File: src/rtl/synth_pkg.sv
`default_nettype none
// ============================================================================
//  Module      : synth_pkg
//  Description : Types and default widths shared by the channel phase
//                counter and the downstream wave generators.
//                  phase_state_t : counter FSM states {IDLE, RUN}
//                  PHASE_W       : default phase ramp width
//                  DIV_W         : default note divider width
//  Revision    : 1.0  initial release
// ============================================================================
package synth_pkg;

  localparam int PHASE_W = 6;
  localparam int DIV_W   = 16;

  typedef enum logic [0:0] {
    IDLE = 1'b0,
    RUN  = 1'b1
  } phase_state_t;

endpackage
`default_nettype wire

File: src/rtl/channel_phase_counter_if.sv
`default_nettype none
// ============================================================================
//  Module      : channel_phase_counter_if
//  Description : Note handshake and phase ramp bus of one channel.
//                  note_valid/note_div/note_ready : divider handshake
//                  gate                           : channel enable
//                  period/wrap/active             : phase ramp outputs
//                master modport = note source / ramp consumer side
//                slave  modport = channel_phase_counter side
//  Revision    : 1.0  initial release
// ============================================================================
interface channel_phase_counter_if #(
  parameter int M = 6,
  parameter int D = 16
) ();

  logic         note_valid;
  logic [D-1:0] note_div;
  logic         note_ready;
  logic         gate;
  logic [M-1:0] period;
  logic         wrap;
  logic         active;

  modport master (
    output note_valid, note_div, gate,
    input  note_ready, period, wrap, active
  );

  modport slave (
    input  note_valid, note_div, gate,
    output note_ready, period, wrap, active
  );

endinterface
`default_nettype wire

File: src/rtl/tick_divider.sv
`default_nettype none
// ============================================================================
//  Module      : tick_divider
//  Description : Clock divider producing the phase-step tick. Counts clocks
//                and flags the cycle where the count reaches div-1.
//  Ports       : clk  in  system clock
//                rst  in  asynchronous active-high reset
//                clr  in  hold the count at zero
//                div  in  clocks per tick (0 never ticks)
//                tick out combinational, high on the last clock of a period
//  Revision    : 1.0  initial release
// ============================================================================
module tick_divider
  import synth_pkg::*;
#(
  parameter int D = DIV_W
) (
  input  logic         clk,
  input  logic         rst,
  input  logic         clr,
  input  logic [D-1:0] div,
  output logic         tick
);

  logic [D-1:0] div_cnt_q;
  logic [D-1:0] div_cnt_d;

  always_comb begin
    tick      = (div != '0) && (div_cnt_q == div - D'(1));
    div_cnt_d = div_cnt_q + D'(1);
    if (clr || tick) begin
      div_cnt_d = '0;
    end
  end

  always_ff @(posedge clk or posedge rst) begin
    if (rst) begin
      div_cnt_q <= '0;
    end else begin
      div_cnt_q <= div_cnt_d;
    end
  end

endmodule
`default_nettype wire

File: src/rtl/channel_phase_counter.sv
`default_nettype none
// ============================================================================
//  Module      : channel_phase_counter
//  Description : Phase ramp generator for one channel. Advances period by
//                one every cur_div clocks while gated; note changes are
//                taken on a valid/ready handshake and applied at step
//                boundaries.
//  Ports       : clk  in  system clock
//                rst  in  asynchronous active-high reset
//                bus  slave modport of channel_phase_counter_if
//                     (note_valid, note_div, note_ready, gate,
//                      period, wrap, active)
//  Config      : PHASE_HARD_SYNC_EN - when defined, a note accepted in RUN
//                restarts the ramp at the next edge instead of waiting for
//                a step boundary; note_ready is then always 1.
//  Revision    : 1.0  initial release
// ============================================================================
module channel_phase_counter
  import synth_pkg::*;
#(
  parameter int M = PHASE_W,
  parameter int D = DIV_W
) (
  input  logic                    clk,
  input  logic                    rst,
  channel_phase_counter_if.slave  bus
);

  phase_state_t state_q, state_d;
  logic [D-1:0] cur_div_q, cur_div_d;
  logic [D-1:0] pend_div_q, pend_div_d;
  logic         pend_vld_q, pend_vld_d;
  logic [M-1:0] period_q, period_d;
  logic         wrap_q, wrap_d;

  logic note_ready;
  logic accept;
  logic run;
  logic exit_run;
  logic sync;
  logic step;
  logic clr;
  logic tick;

`ifdef PHASE_HARD_SYNC_EN
  assign note_ready = 1'b1;
`else
  assign note_ready = !pend_vld_q;
`endif

  tick_divider #(.D(D)) u_tick_divider (
    .clk  (clk),
    .rst  (rst),
    .clr  (clr),
    .div  (cur_div_q),
    .tick (tick)
  );

  // Event decode. Leaving RUN (gate low or a zero divider) outranks a step
  // so the ramp never advances on the cycle it is being shut down.
  always_comb begin
    run      = (state_q == RUN);
    accept   = bus.note_valid && note_ready;
    exit_run = run && (!bus.gate || (cur_div_q == '0));
`ifdef PHASE_HARD_SYNC_EN
    sync     = run && !exit_run && accept;
`else
    sync     = 1'b0;
`endif
    step     = run && !exit_run && !sync && tick;
    clr      = !run || exit_run || sync;
  end

  always_comb begin
    state_d    = state_q;
    cur_div_d  = cur_div_q;
    pend_div_d = pend_div_q;
    pend_vld_d = pend_vld_q;
    period_d   = period_q;
    wrap_d     = 1'b0;
    case (state_q)
      IDLE: begin
        period_d = '0;
        if (accept) begin
          cur_div_d = bus.note_div;
        end
        // Start decision uses the registered divider, not one arriving now.
        if (bus.gate && (cur_div_q != '0)) begin
          state_d = RUN;
        end
      end
      RUN: begin
        if (exit_run) begin
          state_d    = IDLE;
          period_d   = '0;
          pend_vld_d = 1'b0;
          if (accept) begin
            cur_div_d = bus.note_div;
          end else if (pend_vld_q) begin
            cur_div_d = pend_div_q;
          end
        end else if (sync) begin
          cur_div_d = bus.note_div;
          period_d  = '0;
        end else if (step) begin
          period_d   = period_q + M'(1);
          wrap_d     = (period_q == '1);
          pend_vld_d = 1'b0;
          // A pending divider blocks new accepts, so at most one applies.
          if (pend_vld_q) begin
            cur_div_d = pend_div_q;
          end else if (accept) begin
            cur_div_d = bus.note_div;
          end
        end else if (accept) begin
          pend_div_d = bus.note_div;
          pend_vld_d = 1'b1;
        end
      end
      default: state_d = IDLE;
    endcase
  end

  always_ff @(posedge clk or posedge rst) begin
    if (rst) begin
      state_q    <= IDLE;
      cur_div_q  <= '0;
      pend_div_q <= '0;
      pend_vld_q <= 1'b0;
      period_q   <= '0;
      wrap_q     <= 1'b0;
    end else begin
      state_q    <= state_d;
      cur_div_q  <= cur_div_d;
      pend_div_q <= pend_div_d;
      pend_vld_q <= pend_vld_d;
      period_q   <= period_d;
      wrap_q     <= wrap_d;
    end
  end

  assign bus.note_ready = note_ready;
  assign bus.period     = period_q;
  assign bus.wrap       = wrap_q;
  assign bus.active     = (state_q == RUN);

endmodule
`default_nettype wire

File: src/flat_wrapper.sv
// flat-port wrapper written by rule: the top's interface ports become plain ports
module channel_phase_counter_flat import synth_pkg::*;
#(
  parameter int M = PHASE_W,
  parameter int D = DIV_W
)
  (clk, rst, bus_note_valid, bus_note_div, bus_gate, bus_note_ready, bus_period, bus_wrap, bus_active);
  channel_phase_counter_if #(.M(M), .D(D)) bus_i ();
  input  logic clk;
  input  logic rst;
  input wire logic [$bits(bus_i.note_valid)-1:0] bus_note_valid;
  input wire logic [$bits(bus_i.note_div)-1:0] bus_note_div;
  input wire logic [$bits(bus_i.gate)-1:0] bus_gate;
  output wire logic [$bits(bus_i.note_ready)-1:0] bus_note_ready;
  output wire logic [$bits(bus_i.period)-1:0] bus_period;
  output wire logic [$bits(bus_i.wrap)-1:0] bus_wrap;
  output wire logic [$bits(bus_i.active)-1:0] bus_active;
  assign bus_i.note_valid = bus_note_valid;
  assign bus_i.note_div = bus_note_div;
  assign bus_i.gate = bus_gate;
  assign bus_note_ready = bus_i.note_ready;
  assign bus_period = bus_i.period;
  assign bus_wrap = bus_i.wrap;
  assign bus_active = bus_i.active;
  channel_phase_counter #(.M(M), .D(D)) u_core (.clk(clk), .rst(rst), .bus(bus_i));
endmodule
File: config.mk
export PLATFORM = sky130hd
export DESIGN_NAME = channel_phase_counter_flat
export DESIGN_NICKNAME = d
export VERILOG_FILES = /design/src/rtl/synth_pkg.sv /design/src/rtl/channel_phase_counter_if.sv /design/src/rtl/tick_divider.sv /design/src/rtl/channel_phase_counter.sv /design/src/flat_wrapper.sv
export SDC_FILE = /design/constraint.sdc
export NUM_CORES = 1
export LEC_CHECK = 0
export ABC_AREA = 1
export BUFFER_PORTS_ARGS = -buffer_cell sky130_fd_sc_hd__buf_2
export CORE_UTILIZATION = 45
export CTS_BUF_LIST = sky130_fd_sc_hd__clkbuf_16
export DETAILED_ROUTE_END_ITERATION = 16
export PLACE_DENSITY_LB_ADDON = 0.3
export SLEW_MARGIN = 20
export SYNTH_ARGS = -nofsm -noshare
export SYNTH_HDL_FRONTEND = slang
export SYNTH_SLANG_ARGS = --single-unit
File: constraint.sdc
create_clock -name clk -period 3.7 [get_ports clk]
set_input_delay 0.185 -clock clk [delete_from_list [all_inputs] [get_ports clk]]
set_output_delay 0.185 -clock clk [all_outputs]
set_load 0.005 [all_outputs]
==> impl.org, run 1 <==
** Run status
- Outcome :: finished clean

** Timing
- Of the available clock period, the critical path in the final layout requires between 70% and 80%.
- For this run, the top clock speed supported by timing is 377 MHz.
- Final min period :: 2.65 ns
- Setup slack closes at around 1.0 ns.
- RSZ-0062 raised after global routing :: no
- The worst pin sits at a relative slew slack of 31.4%.
- Setup violations remaining at the end of the flow were counted as 0.
- The clock arrives with around 0.0071 ns of skew.
- Final hold violation count :: 0
- For the pin with the worst max-slew slack, the measured transition is around 1.0 ns.
- Total negative slack :: 0 ns
- Final Slew Violations :: 0

** Global route
- Initial antenna violation count :: 0
- Vias in the first global route :: ~3700
- Maximum number of pins on one net before global-route repair :: between 50 and 60
- After global routing the overflow that remains totals 0.
- Global routing usage summed across all routing layers :: 24.1%
- Global-route wire length before repair :: between 15 and 20 mm

** Min path
- The path class of the tightest hold or removal check is input port to asynchronous set/reset pin.

** Worst setup path
- Required time of the critical path :: a little under 4 ns
- The cell that appears most often on the critical path is nand2_1.
- Cells along the critical path :: inv_1 -> ha_1 -> or2_1 -> nand3b_1 -> nand2_1 -> nor2_1 -> nand2_1 -> nor2_1 -> nand3_2 -> o21bai_4 -> nand2_2 -> nand2_1 -> nand2_1
- Crit-path max cell delay :: 0.45 ns
- STA classifies the critical path endpoint as a flip-flop.
- Crit-path leading delay family :: simple AND/OR/NAND/NOR gates
- Along the worst path, the maximum fanout reaches 21.
- The worst setup path is launched from a flip-flop.
- Source of the critical timing path :: u_core.cur_div_q[0]
- Data arrival time of the worst path :: 2.87 ns
- Type of the setup path with the least slack :: flip-flop to flip-flop
- Together, buffers and inverters on the worst path number 1.
- The startpoint identified for the worst register-to-register timing path is u_core.cur_div_q[0].
- For this design, the slowest cell found on the critical path is o21bai_4.

** Logic synthesis
- Leading cell type by number of instances after synthesis :: nand2_1
- Leading cell types by total area after synthesis :: dfrtp_1 (36%), nand2_1 (23%), o21ai_0 (7.3%), inv_1 (6.3%), nand3_1 (6.1%)
- Synthesis inferred 57 register bits.
- After synthesis, the netlist uses 25 different library cells.
- Ranking of synthesized cells by instance count :: nand2_1 (244), inv_1 (67), o21ai_0 (58), dfrtp_1 (57), nor2_1 (52)
- Net count of the mapped netlist :: 650
- Post-synth top area cell :: dfrtp_1
- Number of warnings issued by yosys :: 0
- Top-area cell type share of the netlist area :: 35.7%
- Average instance area after synthesis :: ~6.4 sq um
- For this run, the register share of the synthesized area comes to a little over a third.
- The most used flip-flop cell after synthesis is dfrtp_1.
- Number of enable-type register cells in the synthesized netlist :: 0
- Async S/R FF share, synth :: 100%
- Cell count after synthesis :: roughly 630
- Netlist area before placement :: between 3000 and 4000 sq um

** Routing
- Dividing the detail-routed wire length by the instance count gives roughly 13 um.
- After detailed routing, the number of vias per cell comes to 5.14.
- Pre-antenna DRT Iters :: 5
- Final WL :: 9.82 mm
- Via count :: between 3000 and 4000
- Initial drt markers :: ~210
- Final routed DRC violation total :: 0
- DRT antenna net count :: 0

** Layout
- For this run, the post-layout net count is between 600 and 700.
- Antenna diode count :: 0
- The multi-input combinational cells in the finished layout cover a total of around 2200 sq um.
- Final standard cell area without fillers :: ~4500 sq um
- Fill cell total of the finished layout :: 911
- Footprint of the flip-flops and latches :: ~1400 sq um
- Area Growth Syn to Fin :: 11.9%
- Of the cells placed in the final design, the portion with a size suffix greater than 1 is a little under a tenth.

** Power and ir drop
- Combinational logic burns about 36% of the power.
- Across the VDD grid, the largest voltage drop is roughly 0.00022 V.
- Sequential cells burn 34.6% of the power.
- The internal portion of the total power is 1.48 mW.
- Clock network fraction of total power :: 29.2%
- Power Density :: 552 nW/um^2
- Summed over all nets, the switching power comes to a little under 1 mW.
- The analysis attributes to cell leakage a power of between 2 and 2.5 nW.
- Switching part of the total power :: between 30% and 40%

** Placed design
- Routability congestion estimate from global placement :: between 0.8 and 0.9
- Once placement finished, the instance area stood at around 4200 sq um.
- Placement Setup Slack :: ~1.1 ns
- In this run the tool buffered the top-level ports with 28 buffer cells.
- Post-DP HPWL :: about 7 mm

** Die
- Placeable Area :: ~8700 sq um
- Initial Util :: 46.1%
- The floorplan has 34 rows.
- Vertical die dimension :: between 90 and 100 um
- Die Wd :: about 96 um
- Number of primary I/O pins :: 29
- The die covers approximately 9300 sq um.

** CTS
- Counting every sink on the clock net gives between 50 and 60.
- Buffers inserted during clock tree synthesis total 9.
- The H-tree was split into 3 levels.
- In this run, post-CTS hold repair placed 0 buffers.
- Once the clock tree was built, the resizer swapped 0 gates to a different size.
- The longest clock path from root to sink contains 2 buffers.
- At the later pin of the worst-skew pair, clock insertion delay measures between 0.3 and 0.4 ns.
- TritonCTS clock tree :: done
- Clock-pin slew was measured on the worst setup and hold paths at 0.05 ns.
- In this run the clock root is driven by a clkbuf_16.
- Buffers added to address setup during post-CTS repair amount to 0.

** Run
- Number of max-cap violations :: 0
[metal layers]
metal | up-vias | wire [um] | GRT usage [%]
met5 | - | 0 | 0
met4 | 0 | 164 | 9.08
met3 | 13 | 451 | 4.19
met2 | 92 | 4610 | 38.5
met1 | 1783 | 4590 | 32.4
li1 | 2033 | - | -
[path summary, 6_finish.rpt]
kind                                                  endpoint  slack (ns)  cells past startpoint
min                        u_core.u_tick_divider.div_cnt_q[10]        0.05                      3
max in group asynchronous                 u_core.pend_div_q[8]        3.15                      3
max                                       u_core.cur_div_q[13]        1.05                     13
max reg2reg                               u_core.cur_div_q[13]        1.05                     13
min reg2reg                               u_core.pend_div_q[7]        0.47                      2
min in group clk                         u_core.pend_div_q[10]        0.12                      3
[area by class of cell]
cell class / instances / share of cell area, %
multi-input combinational: 478 / 49.4
inverter: 70 / 5.87
clock inverter: 7 / 0.699
tap: 108 / 3.02
timing repair buffer: 34 / 4.14
clock buffer: 9 / 5.03
sequential: 57 / 31.9
[kinds of logic after synthesis]
group	count (synthesis)	synth area share, %
buf+inv	91	9.26
flops	57	35.7
fa+ha+maj	4	1.25
xor+xnor	16	3.51
compound gates	64	8.36
simple gates	394	41.9
[placed cells by master (no fill, tap or decap), types with 3 or more instances in the layout]
cell type,synthesis,routed
inv_1,67,69
nor3_1,12,12
nand3_1,49,49
nand4_1,20,20
dfrtp_1,57,57
nand3_2,4,4
nand2_2,3,3
ha_1,4,4
a21oi_1,5,5
clkinv_1,3,5
buf_2,5,28
nand2_1,244,244
nand3b_1,3,3
buf_4,2,6
nor2_1,52,51
clkbuf_16,0,9
nor2_2,3,3
xor2_1,9,9
o21ai_0,58,58
nor2_4,2,3
xnor2_1,7,7
[state kept, by name, indices dropped and copies added, names as in the netlist]
register                         cells
u_core.bus.active                    1
u_core.bus.period                    6
u_core.bus.wrap                      1
u_core.cur_div_q                    16
u_core.pend_div_q                   16
u_core.pend_vld_q                    1
u_core.u_tick_divider.div_cnt_q     16
[stage by stage]
step,total power [mW],util [%],hold slack [ns],cells
floorplan,1.54,-,0.334,626
global placement,1.72,48.6,0.436,747
detailed placement,1.75,48.6,0.441,747
CTS,2.47,51.6,0.0936,763
global route,2.69,51.6,0.132,763
finish,2.47,51.6,0.0544,763
[worst reg2reg max path: stages, from the launching register on]
cell	delay, ns
dfrtp_1	0.38
inv_1	0.11
ha_1	0.25
or2_1	0.23
nand3b_1	0.09
nand2_1	0.05
nor2_1	0.08
nand2_1	0.06
nor2_1	0.16
nand3_2	0.13
o21bai_4	0.45
nand2_2	0.32
nand2_1	0.15
nand2_1	0.06
[power by group through the flow]
| stage | Clock, mW | Sequential, mW | Combinational, mW |
|---|---|---|---|
| global placement | 0 | 0.857 | 0.861 |
| floorplan | 0 | 0.827 | 0.718 |
| global route | 0.767 | 0.871 | 1.05 |
| detailed placement | 0 | 0.860 | 0.885 |
| finish | 0.721 | 0.854 | 0.893 |
| CTS | 0.732 | 0.850 | 0.892 |
(Power assumes the default switching activity.)
==> inputs of run 2 (changes only) <==
- ABC_AREA: 1 -> 0
- clock period: 3.7 -> 2.2 ns (I/O delays scaled with it)
==> run 2 against run 1 <==
Against the previous run:
- via count fell by 23%
- cell area is 9.3% higher
- largest cell class unchanged
- count of clock-buffer cells in the layout stayed put
- register-to-register slack worse by 1.5 ns
- flip-flop and latch count stayed put
- critical endpoint is now u_core.pend_div_q[0]
- clock power increased by 100%
- sequential share of layout area down 2.6 points
- synthesized cell count down 50%
- the flow now finishes with violations (setup timing)
==> impl.org, run 2 <==
** Worst setup path
- Critical path buffers and inverters :: 2 (+1)
- The logic depth of the worst register-to-register path was 9 (-4).
- The top fanout value on the critical path is 6 (-71%).
- The internal reg-to-reg setup slack came to -0.43 ns (-1.48 ns).
- The slowest stage of the critical path is the or4b_4 cell.
- Cells along the critical path :: nor4_4 -> and3_2 -> and3_1 -> a2bb2oi_2 -> or4b_4 -> buf_6 -> nand3_4 -> buf_12 -> o2bb2ai_4
- The worst register-to-register path begins at u_core.cur_div_q[10].
- Data arrival time of the worst path :: 2.85 ns (-0.02 ns)
- Destination of the worst register-to-register timing path :: u_core.pend_div_q[0]
- Type of the setup path with the least slack :: flip-flop to flip-flop
- The data required time of the worst path is 2.42 ns (-1.49 ns).
- The worst setup path is launched from a flip-flop.
- On the critical path the largest part of the delay comes from simple AND/OR/NAND/NOR gates.
- Crit-path max cell delay :: 0.51 ns (+0.06 ns)
- STA classifies the critical path endpoint as a flip-flop.

** Power and ir drop
- Power Density :: 910 nW/um^2 (+65%)
- The leakage power is 2.16 nW (-7.3%).
- Worst VDD drop :: 0.000479 V (+120%)
- The total power of the final layout was 4.45 mW (+80%).

** Layout
- Footprint of the flip-flops and latches :: 1430 sq um (+0.35%)
- Most common cell after layout, fill and taps aside :: buf_4
- The multi-input logic area came to 2150 sq um (-2.4%).
- The number of nets in the finished design was 447 (-34%).
- Fill cell total of the finished layout :: 462 (-49%)
- Area Growth Syn to Fin :: 48.2%
- The number of inserted diodes came to 0 (unchanged).
- The largest registers in the layout are u_core.cur_div_q: 16 flops, u_core.pend_div_q: 16 flops, u_core.u_tick_divider.div_cnt_q: 16 flops.
- Fraction of final layout cells sized beyond drive strength 1 :: 45.8% (+37 points)
- The top cell types in the final layout, fill and taps aside, are buf_4 (67), dfrtp_1 (53), nor2_1 (29).

** CTS
- The number of buffers on the longest clock path is 2 (unchanged).
- The total clock sinks came to 57 (unchanged).
- Clock insertion delay at the later pin of the skew report :: 0.33 ns (about the same)
- The number of buffers added by the clock tree synthesis step is 9 (unchanged).
- H-tree lvl count :: 3 (unchanged)
- Root buffer cell :: clkbuf_16
- The clock-pin slew on the worst setup and hold paths is 0.05 ns (about the same).
- TritonCTS built the clock tree.

** Die
- Initial Util :: 47.5% (+1.4 points)
- Die Wd :: 87.6 um (-9.0%)
- The overall die height was 87.6 um (-9.0%).
- Number of standard-cell rows in the floorplan :: 30 (-12%)
- Number of primary I/O pins :: 29 (unchanged)
- The placeable core area is 6940 sq um (-20%).
- The die footprint is 7680 sq um (-17%).

** Timing
- Ratio of final minimum period to clock period :: 120% (+48 points)
- Transition time at the pin with the least slew margin :: 0.670 ns (-0.358 ns)
- Max Fclk :: 380 MHz (+0.71%)
- Final setup violation count :: 56 (+56)
- The final number of max-transition violations was 0 (unchanged).
- The final critical path time including I/O delays and setup was 2.63 ns (-0.0187 ns).
- The tightest slew margin relative to the limit came to 55.3% (+24 points).
- RSZ-0062 raised after global routing :: yes
- Setup Skew :: 0.00907 ns (+0.00197 ns)
- Final setup margin :: -0.433 ns (-1.48 ns)
- Final hold violation count :: 0 (unchanged)

** Logic synthesis
- Primary flip-flop cell chosen by synthesis mapping :: dfrtp_1
- The synthesized instance count came to 316 (-50%).
- The net count after synthesis was 340 (-48%).
- Number of warnings issued by yosys :: 0 (unchanged)
- Number of different library cells in the post-synthesis netlist :: 53 (+110%)
- The post-synth design cell area was 3300 sq um (-17%).
- Ranking of synthesized cells by instance count :: dfrtp_1 (57), nor2_1 (29), nand2_1 (25), xnor2_1 (23), nand3_1 (19)
- The largest total area in the synthesized netlist belongs to dfrtp_1.
- Fraction of the yosys area taken by sequential cells :: 43.2% (+7.6 points)
- The post-synthesis average cell area came to 10.4 sq um (+64%).
- The share of the synthesized area in the top cell type is 43.2% (+7.6 points).
- The register bit count reported by yosys came to 57 (unchanged).
- Async S/R FF share, synth :: 100% (unchanged)
- Number of enable-type register cells in the synthesized netlist :: 0 (unchanged)
- Sorting the synthesized cells by area gives the leading types as dfrtp_1 (43%), xnor2_1 (6.1%), o2bb2ai_1 (4.8%), o2bb2ai_2 (4.6%), xor2_1 (3.7%).
- Leading cell type by number of instances after synthesis :: dfrtp_1

** Routing
- Mean routed wirelength per cell :: 18.9 um (+47%)
- The DRC violation total after the first TritonRoute iteration was 129 (-39%).
- The via count of the routed design came to 3003 (-23%).
- The overall routed net length was 9.93 mm (+1.1%).
- DRT antenna net count :: 0 (unchanged)
- Final routed DRC violation total :: 0 (unchanged)
- Pre-antenna DRT Iters :: 4 (-1)
- The via-per-instance ratio came to 5.73 (+12%).

** Global route
- The total global routing overflow is 0 (unchanged).
- Global-route wire length before repair :: 15.1 mm (-11%)
- Maximum number of pins on one net before global-route repair :: 30 (-48%)
- The initial antenna violation count was 0 (unchanged).
- The met3 capacity usage during global routing is 4.71% (+0.53 points).
- The number of global-route vias before repair was 3053 (-16%).
- Global routing usage on met1 :: 32.6% (+0.25 points)
- The met2 track demand over resource was 43.8% (+5.3 points).
- Global routing usage summed across all routing layers :: 26.4% (+2.3 points)
- Global route hottest layer :: met2

** Run
- The number of max-cap violations is 0 (unchanged).

** Min path
- The worst hold path begins at bus_note_div[13].
- Min-Delay Path Class :: input port to flip-flop
- Capture endpoint of the worst hold path :: u_core.pend_div_q[13]
- Counting instances, the worst hold path has a depth of 2.

** Run status
- Failing checks :: setup timing
- The run finished, with violations left.

** Placed design
- Routability congestion estimate from global placement :: 0.907 (+7.0%)
- Placement Setup Slack :: -0.504 ns (-1.58 ns)
- Post-DP HPWL :: 5.69 mm (-19%)
- Buffers on Ports :: 28 (unchanged)
-- run 2: cell count changes in the layout (fill, tap and decap cells not counted), sizes merged, moves of 6 or more --
cell,change
inv,-61
nand4,-12
o21ai,-51
nand2,-222
mux2i,+6
o2bb2ai,+28
buf,+74
xnor2,+16
nand3,-33
and3,+6
nor2,-28
a21boi,+12
-- run 2: power breakdown --
part	switching [mW]	internal [mW]
sequential	0.199	1.20
clock	0.471	0.968
combinational	0.734	0.875
-- run 2: per-stage QoR --
stage | setup TNS (ns) | utilization (%) | hold slack (ns) | area (sq um) | instances
floorplan | -12.05 | - | 0.259 | 3350 | 316
global placement | -22.56 | 58.0 | 0.228 | 4030 | 490
detailed placement | -23.30 | 58.0 | 0.247 | 4030 | 490
CTS | -13.76 | 66.7 | 0.0264 | 4630 | 518
global route | -28.59 | 70.4 | 0.0370 | 4890 | 524
finish | -21.44 | 70.4 | 0.0349 | 4890 | 524
-- run 2: area by class of cell --
class                   instances  share of cell area, %
multi-input cells             239                   44.1
inverters                       7                  0.589
flip-flops and latches         57                   29.3
clock buffers                   9                   4.61
well taps                      96                   2.46
clock inverters                 7                   1.61
repair buffers                109                   17.4
-- run 2: worst max-delay path by stage --
stage,startpoint,to,slack [ns],depth (start not counted)
floorplan,u_core.cur_div_q[3],u_core.pend_div_q[12],-0.36,8
global placement,u_core.cur_div_q[10],u_core.pend_div_q[15],-0.48,7
detailed placement,u_core.cur_div_q[1],u_core.pend_div_q[10],-0.50,10
CTS,u_core.cur_div_q[0],u_core.u_tick_divider.div_cnt_q[9],-0.33,11
global route,u_core.cur_div_q[3],u_core.bus.period[1],-0.57,9
finish,u_core.cur_div_q[10],u_core.pend_div_q[0],-0.43,9
-- run 2: kinds of logic after synthesis --
kind of cell               share of synthesized area, %
and+or+nand+nor                                    20.3
AOI/OAI and AO/OA                                  17.3
DFF                                                43.2
xor gates and xnor gates                           9.82
buffers and inverters                              3.87
muxes                                              3.98
adders and majority gates                          1.52
-- run 2: repair_timing --
action / in CTS / in global routing
endpoints found under the setup margin: 56 / 56
buffers inserted: 10 / 8
resized for setup: 36 / 33
pin swaps: 7 / 14
gates cloned: 2 / 0
hold buffers: 1 / 0
endpoints found under the hold margin: 28 / 0
-- run 2: worst register-to-register path, delay by kind of cell, from the launching register on --
family,cells,cell delay [ns]
AOI/OAI and AO/OA,2,0.24
DFF,1,0.48
and+or+nand+nor,5,1.49
buffers and inverters,2,0.31
-- run 2: routing by layer --
layer	vias to the layer above	routed length, um
li1	1364	-
met1	1504	4090
met2	103	5010
met3	32	490
met4	0	341
met5	-	0
==> inputs of run 3 (changes only) <==
- HOLD_SLACK_MARGIN: unset -> 0.08
- RECOVER_POWER: unset -> 100
- SKIP_CTS_REPAIR_TIMING: unset -> 1
==> run 3 against run 2 <==
Against the previous run:
- the run still ends with setup timing left
- combinational power shrank 19%
- die area stayed put
- clock skew down 0.00063 ns
- first-iteration DRC count rose by 4.7%
- worst hold slack gained 0.014 ns
- sequential power about the same
- via count shrank 5.4%
- wire length shrank 13%
- register-to-register slack is essentially flat
- critical endpoint is now u_core.pend_div_q[14]
- highest routed layer unchanged
==> impl.org, run 3 (synthesized netlist as in run 2, its figures left out) <==
** Run status
- The run finished, with violations left.
- The final reports fail on setup timing.

** Die
- Placeable Area :: 6940 sq um (unchanged)
- Area of the die :: 7680 sq um (unchanged)
- The I/O pin count was 29 (unchanged).
- The initial cell density of the core was 47.5% (unchanged).
- The row count came to 30 (unchanged).
- Vertical die dimension :: 87.6 um (unchanged)
- Die Wd :: 87.6 um (unchanged)

** CTS
- TritonCTS clock tree :: done
- Clock insertion delay at the later pin of the skew report :: 0.33 ns (about the same)
- The number of buffers on the longest clock path is 2 (unchanged).
- CTS placed an instance of clkbuf_16 at the clock tree root.
- The clock-pin slew on the worst setup and hold paths was 0.05 ns (about the same).
- TritonCTS buffer count :: 9 (unchanged)
- The total clock sinks was 57 (unchanged).
- The number of H-tree branching levels was 3 (unchanged).

** Layout
- Largest registers :: u_core.cur_div_q: 16 flops, u_core.pend_div_q: 16 flops, u_core.u_tick_divider.div_cnt_q: 16 flops
- The number of inserted diodes came to 0 (unchanged).
- Post-Route Utilization :: 66.4% (-4.1 points)
- Leaving out fill and tap cells, the most frequent cell in the layout is buf_4.
- The fraction of layout instances using a drive strength above 1 came to 35.7% (-10 points).
- The number of nets in the finished design came to 442 (-1.1%).
- Compared with the post-synthesis result, the final layout area differs by 39.7%.
- The count of fill cells added during filler insertion is 535 (+16%).
- Final Non-Filler Cells :: 519 (-0.95%)
- Highest-count cells in the layout ignoring fill and taps :: buf_4 (61), dfrtp_1 (55), nor2_1 (29)

** Routing
- Final routed DRC violation total :: 0 (unchanged)
- Mean routed wirelength per cell :: 16.6 um (-12%)
- Initial drt markers :: 135 (+4.7%)
- DRT antenna net count :: 0 (unchanged)
- The first-pass iteration count of the detailed router was 4 (unchanged).
- Met1 layer wirelength in the final routing :: 3.74 mm (-8.6%)
- The total length of routed met3 wires is 352 um (-28%).
- The via-per-instance ratio came to 5.47 (-4.5%).
- Final WL :: 8.62 mm (-13%)
- The via count of the routed design came to 2841 (-5.4%).
- Top Metal Used :: met4
- Met2 wire length :: 4.33 mm (-13%)

** Worst setup path
- Highest fanout seen on the critical path :: 6 (unchanged)
- Nature of the critical path endpoint :: flip-flop
- The arrival time at the worst endpoint is 2.84 ns (about the same).
- Required time of the critical path :: 2.41 ns (about the same)
- Crit Reg-Reg Startpoint :: u_core.cur_div_q[10]
- The internal reg-to-reg setup slack is -0.43 ns (about the same).
- Source of the critical timing path :: u_core.cur_div_q[10]
- The critical path in this run is classified as flip-flop to flip-flop.
- Launching element type of the critical path :: flip-flop

** Placed design
- The total instance count after detailed placement came to 490 (unchanged).
- Post-DP HPWL :: 5.69 mm (unchanged)
- Routability congestion estimate from global placement :: 0.907 (unchanged)
- The count of port buffers added during placement was 28 (unchanged).
- The pre-CTS setup slack came to -0.504 ns (unchanged).

** Run
- Number of max-cap violations :: 0 (unchanged)

** Timing
- The share of the clock period used by the worst path was 120% (-0.14 points).
- Final setup margin :: -0.430 ns (+0.00309 ns)
- Max-Slew Margin vs Limit :: 24.5% (-31 points)
- Max Fclk :: 380 MHz (+0.12%)
- The final setup skew was 0.00844 ns (-0.000626 ns).
- Transition time at the pin with the least slew margin :: 1.13 ns (+0.461 ns)
- The number of endpoints with negative hold slack in the final report came to 0 (unchanged).
- The final critical path time including I/O delays and setup is 2.63 ns (-0.00309 ns).
- The final number of max-transition violations came to 0 (unchanged).
- Worst hold margin :: 0.0487 ns (+0.0138 ns)
- RSZ-0062 raised after global routing :: yes
- Final setup violation count :: 56 (unchanged)

** Min path
- The worst hold path belongs to the class input port to flip-flop.
- Min-Delay Startpoint :: bus_note_div[9]

** Power and ir drop
- Worst VDD drop :: 0.000452 V (-5.8%)
- The total power of the final layout was 4.12 mW (-7.3%).
- Static leakage :: 2.03 nW (-5.9%)
- Power Density :: 894 nW/um^2 (-1.7%)

** Global route
- Initial antenna violation count :: 0 (unchanged)
- The total global routing overflow came to 0 (unchanged).
- Maximum number of pins on one net before global-route repair :: 30 (unchanged)
- Global-route wire length before repair :: 13.7 mm (-9.3%)
- The global-route total usage across every layer was 23.7% (-2.7 points).
- Vias in the first global route :: 2843 (-6.9%)
-- run 3: cell types whose count changed in the layout (fill, tap and decap cells not counted), sizes merged --
cell,delta
o21ai,-1
buf,-18
clkbuf,+7
dlygate4sd3,+7
-- run 3: path summary, 6_finish.rpt --
check | end | cells past startpoint
setup / recovery | u_core.pend_div_q[14] | 7
hold / removal | u_core.pend_div_q[9] | 3
setup reg to reg | u_core.pend_div_q[14] | 7
hold reg to reg | u_core.pend_div_q[6] | 1
max in group asynchronous | u_core.cur_div_q[0] | 4
min in group asynchronous | u_core.pend_div_q[14] | 3
-- run 3: final cells by class --
class	instances	area [sq um]	area share [%]
multi-input cells	238	1920	41.8
repair buffers	105	802	17.4
clock buffers	9	225	4.89
flip-flops and latches	57	1430	31.0
well taps	96	120	2.61
clock inverters	7	78.8	1.71
inverters	7	28.8	0.624
-- run 3: metrics by stage --
stage / area, sq um / TNS (ns)
3_3_place_gp: 4030 / -22.56
5_1_grt: 4610 / -28.75
2_1_floorplan: 3350 / -12.05
6_report: 4610 / -19.79
3_5_place_dp: 4030 / -23.30
4_1_cts: 4330 / -25.02
-- run 3: worst max-delay path, cell delays in order, from the launching register on --
cell and delay (ns):
dfrtp_1 0.49, nor4_4 0.38, nand4_1 0.19, xnor2_1 0.23, nand3_1 0.15, or4b_4 0.57, nand4_4 0.18, mux2_4 0.32
-- run 3: power breakdown --
group	leakage [nW]	internal (mW)	switching [mW]
logic	1.14	0.714	0.596
clock network	0.155	0.968	0.462
registers	0.740	1.20	0.183
-- run 3: routing by layer --
layer	global-route usage, %	vias up
met4	12.1	0
met1	29.6	1411
met3	4.24	14
li1	-	1351
met2	39.5	65
met5	0	-
